--- config.mk ---
export PLATFORM = sky130hd
export DESIGN_NAME = adc_spi_config_seq
export DESIGN_NICKNAME = d
export VERILOG_FILES = /design/src/rtl/adc_spi_config_seq.sv
export SDC_FILE = /design/constraint.sdc
export NUM_CORES = 1
export LEC_CHECK = 0
export ABC_AREA = 1
export BUFFER_PORTS_ARGS = -buffer_cell sky130_fd_sc_hd__buf_2
export CORE_MARGIN = 3
export CORE_UTILIZATION = 49
export DETAILED_ROUTE_END_ITERATION = 8
export PLACE_DENSITY = 0.76
export SETUP_SLACK_MARGIN = 0.3
export SLEW_MARGIN = 20
export SYNTH_ARGS = -nofsm -noshare
export SYNTH_HDL_FRONTEND = slang
export SYNTH_SLANG_ARGS = --single-unit
--- constraint.sdc ---
create_clock -name clk -period 8.05 [get_ports clk]
set_input_delay 2.415 -clock clk [delete_from_list [all_inputs] [get_ports clk]]
set_output_delay 2.415 -clock clk [all_outputs]
set_load 0.02 [all_outputs]
--- src/rtl/adc_spi_config_seq.sv ---
// ADC 3-wire SPI configuration sequencer: power-up wait, fixed init table,
// then single-register write requests; also owns the ADC output enable.
module adc_spi_config_seq #(
    parameter int unsigned CLK_DIV      = 4,
    parameter int unsigned PWRUP_CYCLES = 1000,
    parameter int unsigned GAP_CYCLES   = 8
) (
    input  logic        clk,
    input  logic        reset,
    input  logic        req_valid,
    input  logic [12:0] req_addr,
    input  logic [7:0]  req_data,
    output logic        req_ready,
    output logic        adc_csbn,
    output logic        adc_sclk,
    output logic        adc_sdio,
    output logic        adc_oen,
    output logic        init_done,
    output logic        busy,
    output logic [7:0]  frame_count
);

    localparam int unsigned SLOT_CYCLES = 2 * CLK_DIV;
    localparam int unsigned CNT_MAX_A   = (PWRUP_CYCLES > GAP_CYCLES) ? PWRUP_CYCLES : GAP_CYCLES;
    localparam int unsigned CNT_MAX     = (CNT_MAX_A > SLOT_CYCLES) ? CNT_MAX_A : SLOT_CYCLES;
    localparam int unsigned CNT_W       = $clog2(CNT_MAX + 1);
    localparam int unsigned WORD_W      = 24;
    localparam int unsigned REQ_W       = 21;

    typedef enum logic [2:0] {
        ST_PWRUP,
        ST_LOAD,
        ST_SHIFT,
        ST_GAP,
        ST_IDLE
    } state_t;

    state_t              state_q, state_d;
    logic [CNT_W-1:0]    cnt_q, cnt_d;
    logic [4:0]          bit_cnt_q, bit_cnt_d;
    logic [WORD_W-2:0]   sh_q, sh_d;
    logic [1:0]          idx_q, idx_d;
    logic [REQ_W-1:0]    req_word_q, req_word_d;
    logic                csbn_q, csbn_d;
    logic                sclk_q, sclk_d;
    logic                sdio_q, sdio_d;
    logic                oen_q, oen_d;
    logic                init_done_q, init_done_d;
    logic                busy_q, busy_d;
    logic                req_ready_q, req_ready_d;
    logic [7:0]          frame_count_q, frame_count_d;
    logic [WORD_W-1:0]   load_word;

    // Write frame: R/W=0, byte-count=00, 13-bit address, 8-bit data
    function automatic logic [WORD_W-1:0] init_word(input logic [1:0] idx);
        logic [WORD_W-1:0] w;
        case (idx)
            2'd0:    w = {3'b000, 13'h000, 8'h3C};
            2'd1:    w = {3'b000, 13'h014, 8'h00};
            2'd2:    w = {3'b000, 13'h00D, 8'h00};
            default: w = {3'b000, 13'h0FF, 8'h01};
        endcase
        return w;
    endfunction

    assign load_word = init_done_q ? {3'b000, req_word_q} : init_word(idx_q);

    always_ff @(posedge clk or posedge reset) begin
        if (reset) begin
            state_q       <= ST_PWRUP;
            cnt_q         <= '0;
            bit_cnt_q     <= '0;
            sh_q          <= '0;
            idx_q         <= '0;
            req_word_q    <= '0;
            csbn_q        <= 1'b1;
            sclk_q        <= 1'b0;
            sdio_q        <= 1'b0;
            oen_q         <= 1'b1;
            init_done_q   <= 1'b0;
            busy_q        <= 1'b1;
            req_ready_q   <= 1'b0;
            frame_count_q <= '0;
        end else begin
            state_q       <= state_d;
            cnt_q         <= cnt_d;
            bit_cnt_q     <= bit_cnt_d;
            sh_q          <= sh_d;
            idx_q         <= idx_d;
            req_word_q    <= req_word_d;
            csbn_q        <= csbn_d;
            sclk_q        <= sclk_d;
            sdio_q        <= sdio_d;
            oen_q         <= oen_d;
            init_done_q   <= init_done_d;
            busy_q        <= busy_d;
            req_ready_q   <= req_ready_d;
            frame_count_q <= frame_count_d;
        end
    end

    always_comb begin
        state_d       = state_q;
        cnt_d         = cnt_q;
        bit_cnt_d     = bit_cnt_q;
        sh_d          = sh_q;
        idx_d         = idx_q;
        req_word_d    = req_word_q;
        csbn_d        = 1'b1;
        sclk_d        = 1'b0;
        sdio_d        = 1'b0;
        oen_d         = oen_q;
        init_done_d   = init_done_q;
        frame_count_d = frame_count_q;

        case (state_q)
            ST_PWRUP: begin
                if (cnt_q == CNT_W'(PWRUP_CYCLES - 1)) begin
                    cnt_d   = '0;
                    state_d = ST_LOAD;
                end else begin
                    cnt_d = cnt_q + CNT_W'(1);
                end
            end
            ST_LOAD: begin
                // Bit 23 goes out together with the csbn fall
                state_d   = ST_SHIFT;
                cnt_d     = '0;
                bit_cnt_d = 5'd23;
                csbn_d    = 1'b0;
                sdio_d    = load_word[WORD_W-1];
                sh_d      = load_word[WORD_W-2:0];
            end
            ST_SHIFT: begin
                if (cnt_q == CNT_W'(SLOT_CYCLES - 1)) begin
                    cnt_d = '0;
                    if (bit_cnt_q == 5'd0) begin
                        state_d       = ST_GAP;
                        frame_count_d = frame_count_q + 8'd1;
                    end else begin
                        bit_cnt_d = bit_cnt_q - 5'd1;
                        csbn_d    = 1'b0;
                        sdio_d    = sh_q[WORD_W-2];
                        sh_d      = {sh_q[WORD_W-3:0], 1'b0};
                    end
                end else begin
                    // sclk high for the second half of each bit slot
                    cnt_d  = cnt_q + CNT_W'(1);
                    csbn_d = 1'b0;
                    sdio_d = sdio_q;
                    sclk_d = (cnt_q >= CNT_W'(CLK_DIV - 1));
                end
            end
            ST_GAP: begin
                if (cnt_q == CNT_W'(GAP_CYCLES - 1)) begin
                    cnt_d = '0;
                    if (!init_done_q && (idx_q != 2'd3)) begin
                        idx_d   = idx_q + 2'd1;
                        state_d = ST_LOAD;
                    end else begin
                        init_done_d = 1'b1;
                        oen_d       = 1'b0;
                        state_d     = ST_IDLE;
                    end
                end else begin
                    cnt_d = cnt_q + CNT_W'(1);
                end
            end
            ST_IDLE: begin
                if (req_valid) begin
                    req_word_d = {req_addr, req_data};
                    state_d    = ST_LOAD;
                end
            end
            default: begin
                state_d = ST_PWRUP;
                cnt_d   = '0;
            end
        endcase

        busy_d      = (state_d != ST_IDLE);
        req_ready_d = (state_d == ST_IDLE);
    end

    assign req_ready   = req_ready_q;
    assign adc_csbn    = csbn_q;
    assign adc_sclk    = sclk_q;
    assign adc_sdio    = sdio_q;
    assign adc_oen     = oen_q;
    assign init_done   = init_done_q;
    assign busy        = busy_q;
    assign frame_count = frame_count_q;

endmodule

==> reports/results.tsv, run 1 <==
metric	value	unit
outcome	complete, no violations	
DRT Wirelength	7570	um
leading cell type in the layout, fill and taps excluded	nand2_1	
clock latency on the worst-skew pair	350	ps
fin crit period	3590	ps
max cap viols	0	
htree depth	3	
Data arrival, critical path	1170	ps
worst hold stages	2	
post-synthesis sequential element count	79	
final worst-path cycle share	44.6	%
crit end category	primary output	
Initial Util	50.5	%
CP max stage cell	dfrtp_1	
multi-input logic area	1670	um^2
final setup violation count	0	
area of the mapped netlist	3920	um^2
Gates resized, CTS repair	0	
Slew HR	34.4	%
critical path class	register to primary output	
count of different cell masters after synthesis	28	
r2r worst-path depth	8	
hpwl dp	5280	um
FP Rows	32	
PortBufs	38	
final cell count without fillers	632	
Clock Tree Root	clkbuf_8	
XOR/XNOR Fraction of Synth Area	2.46	%
Buffers & Inverters on Critical Path	1	
DRC	0	
I/O pins	39	
largest family of logic cells by synthesized area	simple AND/OR/NAND/NOR gates	
Placed Cells	616	
core area	7770	um^2
layout cells sized above 1	14.2	%
Worst-Margin Slew	984	ps
vias per cell	4.90	
Num CTS Buffers	9	
Antenna Nets Post-Route	0	
Yosys warning count	0	
Fillers	730	
antenna violations before repair	0	
GRT Residual Overflow	0	
clock sink total	79	
most frequent cells in the layout	168 x nand2_1, 76 x dfrtp_1, 46 x inv_1	
Total GRT Usage	19.1	%
Syn Inst Count	489	
Worst EP required	5640	ps
area delta synth->final	11.7	%
Die X-Extent	95.5	um
Die ar.	9120	um^2
global-route wire length before repair	13700	um
critical path peak fanout	13	
worst hold slack	453	ps
Antenna Cells	0	
Leak	2.26	nW
Hold Violations, Final	0	
CP max stage delay	580	ps
largest net degree at the start of global routing	80	
Simple-Gate Fraction of Synth Area	27.1	%
Seq. cell area	1980	um^2
GP Congestion	0.827	
final net count	558	
1st-iter DRT viols	123	
Fin Clk Skew	10.6	ps
die height	95.5	um
Peak supply drop	0.162	mV
DR vias	3097	
CTS Hold Bufs	0	
setup TNS	0	ps
fin area	4380	um^2
1st-pass router iterations	4	
vias in the first global route	3120	
clk slew on worst S/H paths	80	ps
CTS max path bufs	2	
mux cell area share after synthesis	2.04	%
kind of start point of the critical path	register	
Synth Net Count	522	
CP Cell Sequence	buf_2	
wire per inst	12.0	um
setup bufs post-CTS	0	
Avg Cell Area, Syn	8.02	um^2
CTS tree	built	
upper clock frequency limit	279	MHz
sequential-to-total area share from yosys stat	50.5	%
Slew Limit Fails	0	
Pwr Density	166	nW/um^2
cell area after placement	4180	um^2
delay-heaviest family, CP	flip-flops	
Levels on crit path	1	
complex-gate fraction of the synthesized area	8.23	%
RSZ-0062 raised after global routing	false	
Synth Area in Adders	2.87	%
type of the worst min-delay path	register to register	
cells in the mapped netlist, drive strengths merged:
library cell / number / area (um^2)
a21oi: 1 / 5.00
a31oi: 1 / 6.26
buf: 10 / 55.1
clkbuf: 4 / 15.0
dfrtp: 76 / 1900
dfstp: 3 / 78.8
ha: 9 / 113
inv: 53 / 199
mux2i: 8 / 80.1
nand2: 172 / 656
nand3: 26 / 143
nand3b: 1 / 7.51
nand4: 6 / 43.8
nor2: 39 / 176
nor3: 6 / 30.0
nor4: 1 / 6.26
o21ai: 61 / 305
o22ai: 1 / 6.26
xnor2: 4 / 35.0
xor2: 7 / 61.3
routing by layer:
metal	part of all wire, %	global-route usage (%)	vias to the layer above	routed length, um
li1	-	-	1615	-
met5	0	0	-	0
met3	3.9	6.31	6	293
met1	45	23.2	1420	3440
met2	50	32.5	56	3770
met4	0.82	5.21	0	62
path summary, 6_finish.rpt:
path / startpoint / to / slack, ps
min: adc_oen / adc_oen / 450
min reg2reg: adc_oen / adc_oen / 450
max reg2reg: state_q[2] / bit_cnt_q[3] / 5400
max: init_done / init_done / 4460
min in group asynchronous: reset / req_ready / 2330
max in group asynchronous: reset / cnt_q[5] / 5050
layout make-up:
| class | instances | area share (%) |
|---|---|---|
| clock buffers | 10 | 3.14 |
| clock inverters | 6 | 1.51 |
| well taps | 102 | 2.91 |
| multi-input cells | 343 | 38.2 |
| inverters | 53 | 4.54 |
| flip-flops and latches | 79 | 45.2 |
| repair buffers | 39 | 4.51 |
metrics by stage:
stage	setup slack [ps]	total power [mW]	util, %
floorplan	3620	0.423	-
global placement	4500	0.432	53.8
detailed placement	4460	0.433	53.8
CTS	4450	0.736	56.4
global route	4360	0.757	56.4
finish	4460	0.727	56.4
power by group:
group	switching, mW	internal (mW)	total (mW)	leakage (nW)
combinational	0.0128	0.00656	0.0193	1.14
clock	0.149	0.153	0.303	0.107
sequential	0.00244	0.403	0.405	1.01
total	0.164	0.563	0.727	2.26
flip-flops by register name, indices dropped and copies added (netlist names):
register     flops
adc_sclk         1
sh_q            23
state_q          3
busy             1
init_done        1
req_ready        1
adc_csbn         1
idx_q            2
req_word_q      21
frame_count      8
cnt_q           10
bit_cnt_q        5
adc_oen          1
adc_sdio         1
cell families after synthesis:
logic type / Yosys count
compound gates: 64
xor+xnor: 11
fa+ha+maj: 9
buf+inv: 67
flops: 79
mux: 8
simple gates: 251
Power figures use the tool's default switching activity.
==> inputs of run 2 (changes only) <==
Clock period 8.05 ns to 3.7 ns, I/O delays scaled along.
==> reports/results.tsv, run 2 (synthesized netlist as in run 1, its figures left out) <==
metric	value	unit
outcome	complete, no violations	
Worst EP required	3940	ps
setup TNS	0	ps
die height	95.5	um
largest net degree at the start of global routing	51	
CTS max path bufs	2	
1st-iter DRT viols	155	
Slew Limit Fails	0	
htree depth	3	
kind of start point of the critical path	register	
Hold Violations, Final	0	
largest reg by FF count	sh_q	
1st-pass router iterations	4	
M1 WL	3550	um
worst hold slack	453	ps
DR vias	3203	
upper clock frequency limit	390	MHz
type of the worst min-delay path	register to register	
layout cells sized above 1	14.3	%
wire per inst	12.4	um
setup bufs post-CTS	0	
DRC	0	
hpwl dp	5580	um
Initial Util	50.5	%
Leak	2.25	nW
Worst-Margin Slew	822	ps
Routed met3 length	252	um
RSZ-0062 raised after global routing	false	
Total GRT Usage	19.4	%
Gates resized, CTS repair	0	
uppermost layer routed	met4	
max cap viols	0	
leading cell type in the layout, fill and taps excluded	nand2_1	
routed wl met2	3930	um
crit end category	register	
Num CTS Buffers	9	
Clock Tree Root	clkbuf_8	
global-route wire length before repair	13800	um
Fin Clk Skew	7.65	ps
area delta synth->final	11.1	%
Slew HR	45.0	%
FP Rows	32	
clock latency on the worst-skew pair	360	ps
final net count	559	
PortBufs	38	
final worst-path cycle share	69.3	%
clk slew on worst S/H paths	80	ps
most frequent cells in the layout	168 x nand2_1, 76 x dfrtp_1, 46 x inv_1	
DRT Wirelength	7820	um
antenna violations before repair	0	
vias in the first global route	3115	
clock sink total	79	
GP Congestion	0.848	
critical path peak fanout	50	
Data arrival, critical path	2800	ps
I/O pins	39	
GRT Residual Overflow	0	
final setup violation count	0	
fin crit period	2560	ps
CTS Hold Bufs	0	
Pwr Density	345	nW/um^2
Peak supply drop	0.178	mV
core area	7770	um^2
Antenna Cells	0	
Die X-Extent	95.5	um
critical path class	register to register	
vias per cell	5.06	
CTS tree	built	
Die ar.	9120	um^2
Antenna Nets Post-Route	0	
Largest regs	sh_q x23, req_word_q x21, cnt_q x10	
Largest register FFs	23	
==> run 2: changes by cell type in the layout (fill, tap and decap cells not counted) <==
cell / change
clkinv_2: +2
inv_6: -2
buf_4: +1
bufinv_16: -1
clkinvlp_4: +1
==> run 2: worst max-delay path, cell delays in order (launching register included) <==
cell and delay, ps:
dfrtp_1 420, inv_2 120, nand3_4 350, inv_1 440
nand2_1 150, nand2_2 630, inv_2 160, nand2_1 110
nand2_1 60
==> run 2: final cells by class <==
cell class / instances / area, um^2
inverter: 53 / 199
sequential: 79 / 1980
fill: 767 / 3410
clock inverter: 6 / 36.3
clock buffer: 10 / 138
timing repair buffer: 40 / 205
multi-input combinational: 343 / 1670
tap: 102 / 128
==> run 2: stage by stage <==
stage	instances	area (um^2)	utilization [%]	setup slack [ps]	power [mW]
2_1_floorplan	489	3920	-	572	0.920
3_3_place_gp	617	4190	53.9	1240	0.941
3_5_place_dp	617	4190	53.9	1150	0.944
4_1_cts	633	4360	56.1	1130	1.52
5_1_grt	633	4360	56.1	777	1.57
6_report	633	4360	56.1	1140	1.50
==> run 2: per-layer routing <==
metal / vias to the layer above / global-route usage (%)
met3: 9 / 3.31
met1: 1528 / 25.3
met4: 0 / 8.41
met2: 46 / 31.8
li1: 1620 / -
met5: - / 0
==> run 2: final timing paths <==
| path | startpoint | endpoint | slack, ps | cells past startpoint |
|---|---|---|---|---|
| max | state_q[2] | bit_cnt_q[3] | 1140 | 8 |
| max in group asynchronous | reset | sh_q[22] | 2020 | 3 |
| min reg2reg | adc_oen | adc_oen | 450 | 2 |
| min in group asynchronous | reset | req_word_q[0] | 900 | 2 |
| min | adc_oen | adc_oen | 450 | 2 |
| max reg2reg | state_q[2] | bit_cnt_q[3] | 1140 | 8 |
==> run 2: power breakdown <==
group          switching, mW  internal [mW]  total, mW  leakage, nW
combinational         0.0283         0.0150     0.0433         1.14
clock                  0.321          0.258      0.579       0.0918
sequential           0.00525          0.876      0.881         1.01
==> inputs of run 3 (changes only) <==
Settings changed: PLACE_DENSITY 0.76 to 0.79.
Clock period 3.7 ns to 2.35 ns, I/O delays scaled along.
==> reports/results.tsv, run 3 (synthesized netlist as in run 1, its figures left out) <==
metric	value	unit
clk slew on worst S/H paths	90	ps
busiest layer in global routing	met2	
Fin Clk Skew	8.26	ps
Worst-Margin Slew	634	ps
1st-pass router iterations	5	
setup bufs post-CTS	0	
Leak	2.29	nW
PortBufs	38	
vias in the first global route	3134	
critical path class	register to primary output	
GR Util met3	3.16	%
Switching Power	574	uW
critical path peak fanout	13	
Seq pwr share	53.8	%
GP Congestion	0.873	
Die ar.	9120	um^2
largest net degree at the start of global routing	51	
final worst-path cycle share	79.4	%
CP Cell Sequence	buf_2	
combinational share of power	2.9	%
Num CTS Buffers	9	
Slew HR	57.7	%
Clock Tree Root	clkbuf_8	
CTS tree	built	
vias per cell	5.11	
CP max stage cell	dfrtp_1	
DR vias	3267	
Worst EP required	1640	ps
die height	95.5	um
max cap viols	0	
global-route wire length before repair	14000	um
P_int	2.00	mW
I/O pins	39	
Total GRT Usage	19.7	%
final setup violation count	0	
Data arrival, critical path	1160	ps
delay-heaviest family, CP	flip-flops	
Design Power	2.58	mW
Gates resized, CTS repair	0	
layout cells sized above 1	15.1	%
Antenna Cells	0	
Die X-Extent	95.5	um
Clock Power Share	43.2	%
type of the worst min-delay path	primary input to async pin	
area delta synth->final	14.0	%
met2 Resource Use GR	32.7	%
most frequent cells in the layout	168 x nand2_1, 76 x dfrtp_1, 46 x inv_1	
antenna violations before repair	0	
routing usage on met1	25.7	%
wire per inst	12.8	um
Largest register FFs	23	
core area	7770	um^2
upper clock frequency limit	536	MHz
DRC	0	
Antenna Nets Post-Route	0	
hpwl dp	5760	um
1st-iter DRT viols	251	
RSZ-0062 raised after global routing	false	
final net count	565	
Hold Violations, Final	0	
CTS Hold Bufs	0	
CP max stage delay	570	ps
Pwr Density	576	nW/um^2
Setup WS pre-CTS	616	ps
setup TNS	0	ps
Largest regs	sh_q x23, req_word_q x21, cnt_q x10	
Initial Util	50.5	%
CTS max path bufs	2	
Net Sw Frac	22.3	%
Peak supply drop	0.363	mV
worst setup margin	485	ps
GRT Residual Overflow	0	
htree depth	3	
crit end category	primary output	
Final Util	57.6	%
Slew Limit Fails	0	
outcome	complete, no violations	
largest reg by FF count	sh_q	
Buffers & Inverters on Critical Path	1	
fin crit period	1870	ps
worst hold slack	427	ps
DRT Wirelength	8190	um
clock latency on the worst-skew pair	360	ps
leading cell type in the layout, fill and taps excluded	nand2_1	
clock sink total	79	
kind of start point of the critical path	register	
FP Rows	32	
[run 3: power by group through the flow]
stage / registers (mW) / clock network, mW / logic (mW)
after detailed placement: 1.41 / 0 / 0.0788
after CTS: 1.39 / 1.14 / 0.0791
after floorplan: 1.41 / 0 / 0.0373
final: 1.39 / 1.11 / 0.0758
after global routing: 1.39 / 1.19 / 0.0883
after global placement: 1.41 / 0 / 0.0752
[run 3: routing by layer]
metal | routed length [um] | up-vias | part of all wire (%)
li1 | - | 1629 | -
met1 | 3570 | 1521 | 44
met2 | 4010 | 102 | 49
met3 | 431 | 15 | 5.3
met4 | 176 | 0 | 2.2
met5 | 0 | - | 0
[run 3: final timing paths]
check | to | slack, ps | cells after the start | startpoint
max in group asynchronous | req_word_q[19] | 1360 | 3 | reset
min in group clk | adc_oen | 450 | 2 | adc_oen
min reg2reg | adc_oen | 450 | 2 | adc_oen
max | init_done | 480 | 1 | init_done
max reg2reg | sh_q[3] | 510 | 10 | cnt_q[0]
min | bit_cnt_q[1] | 430 | 2 | reset
[run 3: area by class of cell]
| type | instances | area [um^2] |
|---|---|---|
| Clock buffer | 10 | 128 |
| Clock inverter | 6 | 85.1 |
| Multi-Input combinational cell | 343 | 1670 |
| Fill cell | 702 | 3290 |
| Sequential cell | 79 | 1980 |
| Tap cell | 102 | 128 |
| Inverter | 53 | 203 |
| Timing Repair Buffer | 46 | 275 |
[run 3: worst register-to-register path: stages (launching register included)]
cell and delay, ps:
dfrtp_1 470, ha_1 270, nand2_2 110, nor2_4 150, nand4_2 130, nand2_1 130
nand2_2 80, buf_12 180, inv_2 140, nand2_1 70, nand2_1 70
[run 3: through the flow]
step	instances	cell area, um^2
final	639	4470
after global routing	639	4470
after CTS	639	4470
after detailed placement	623	4260
after global placement	623	4260
after floorplan	489	3930
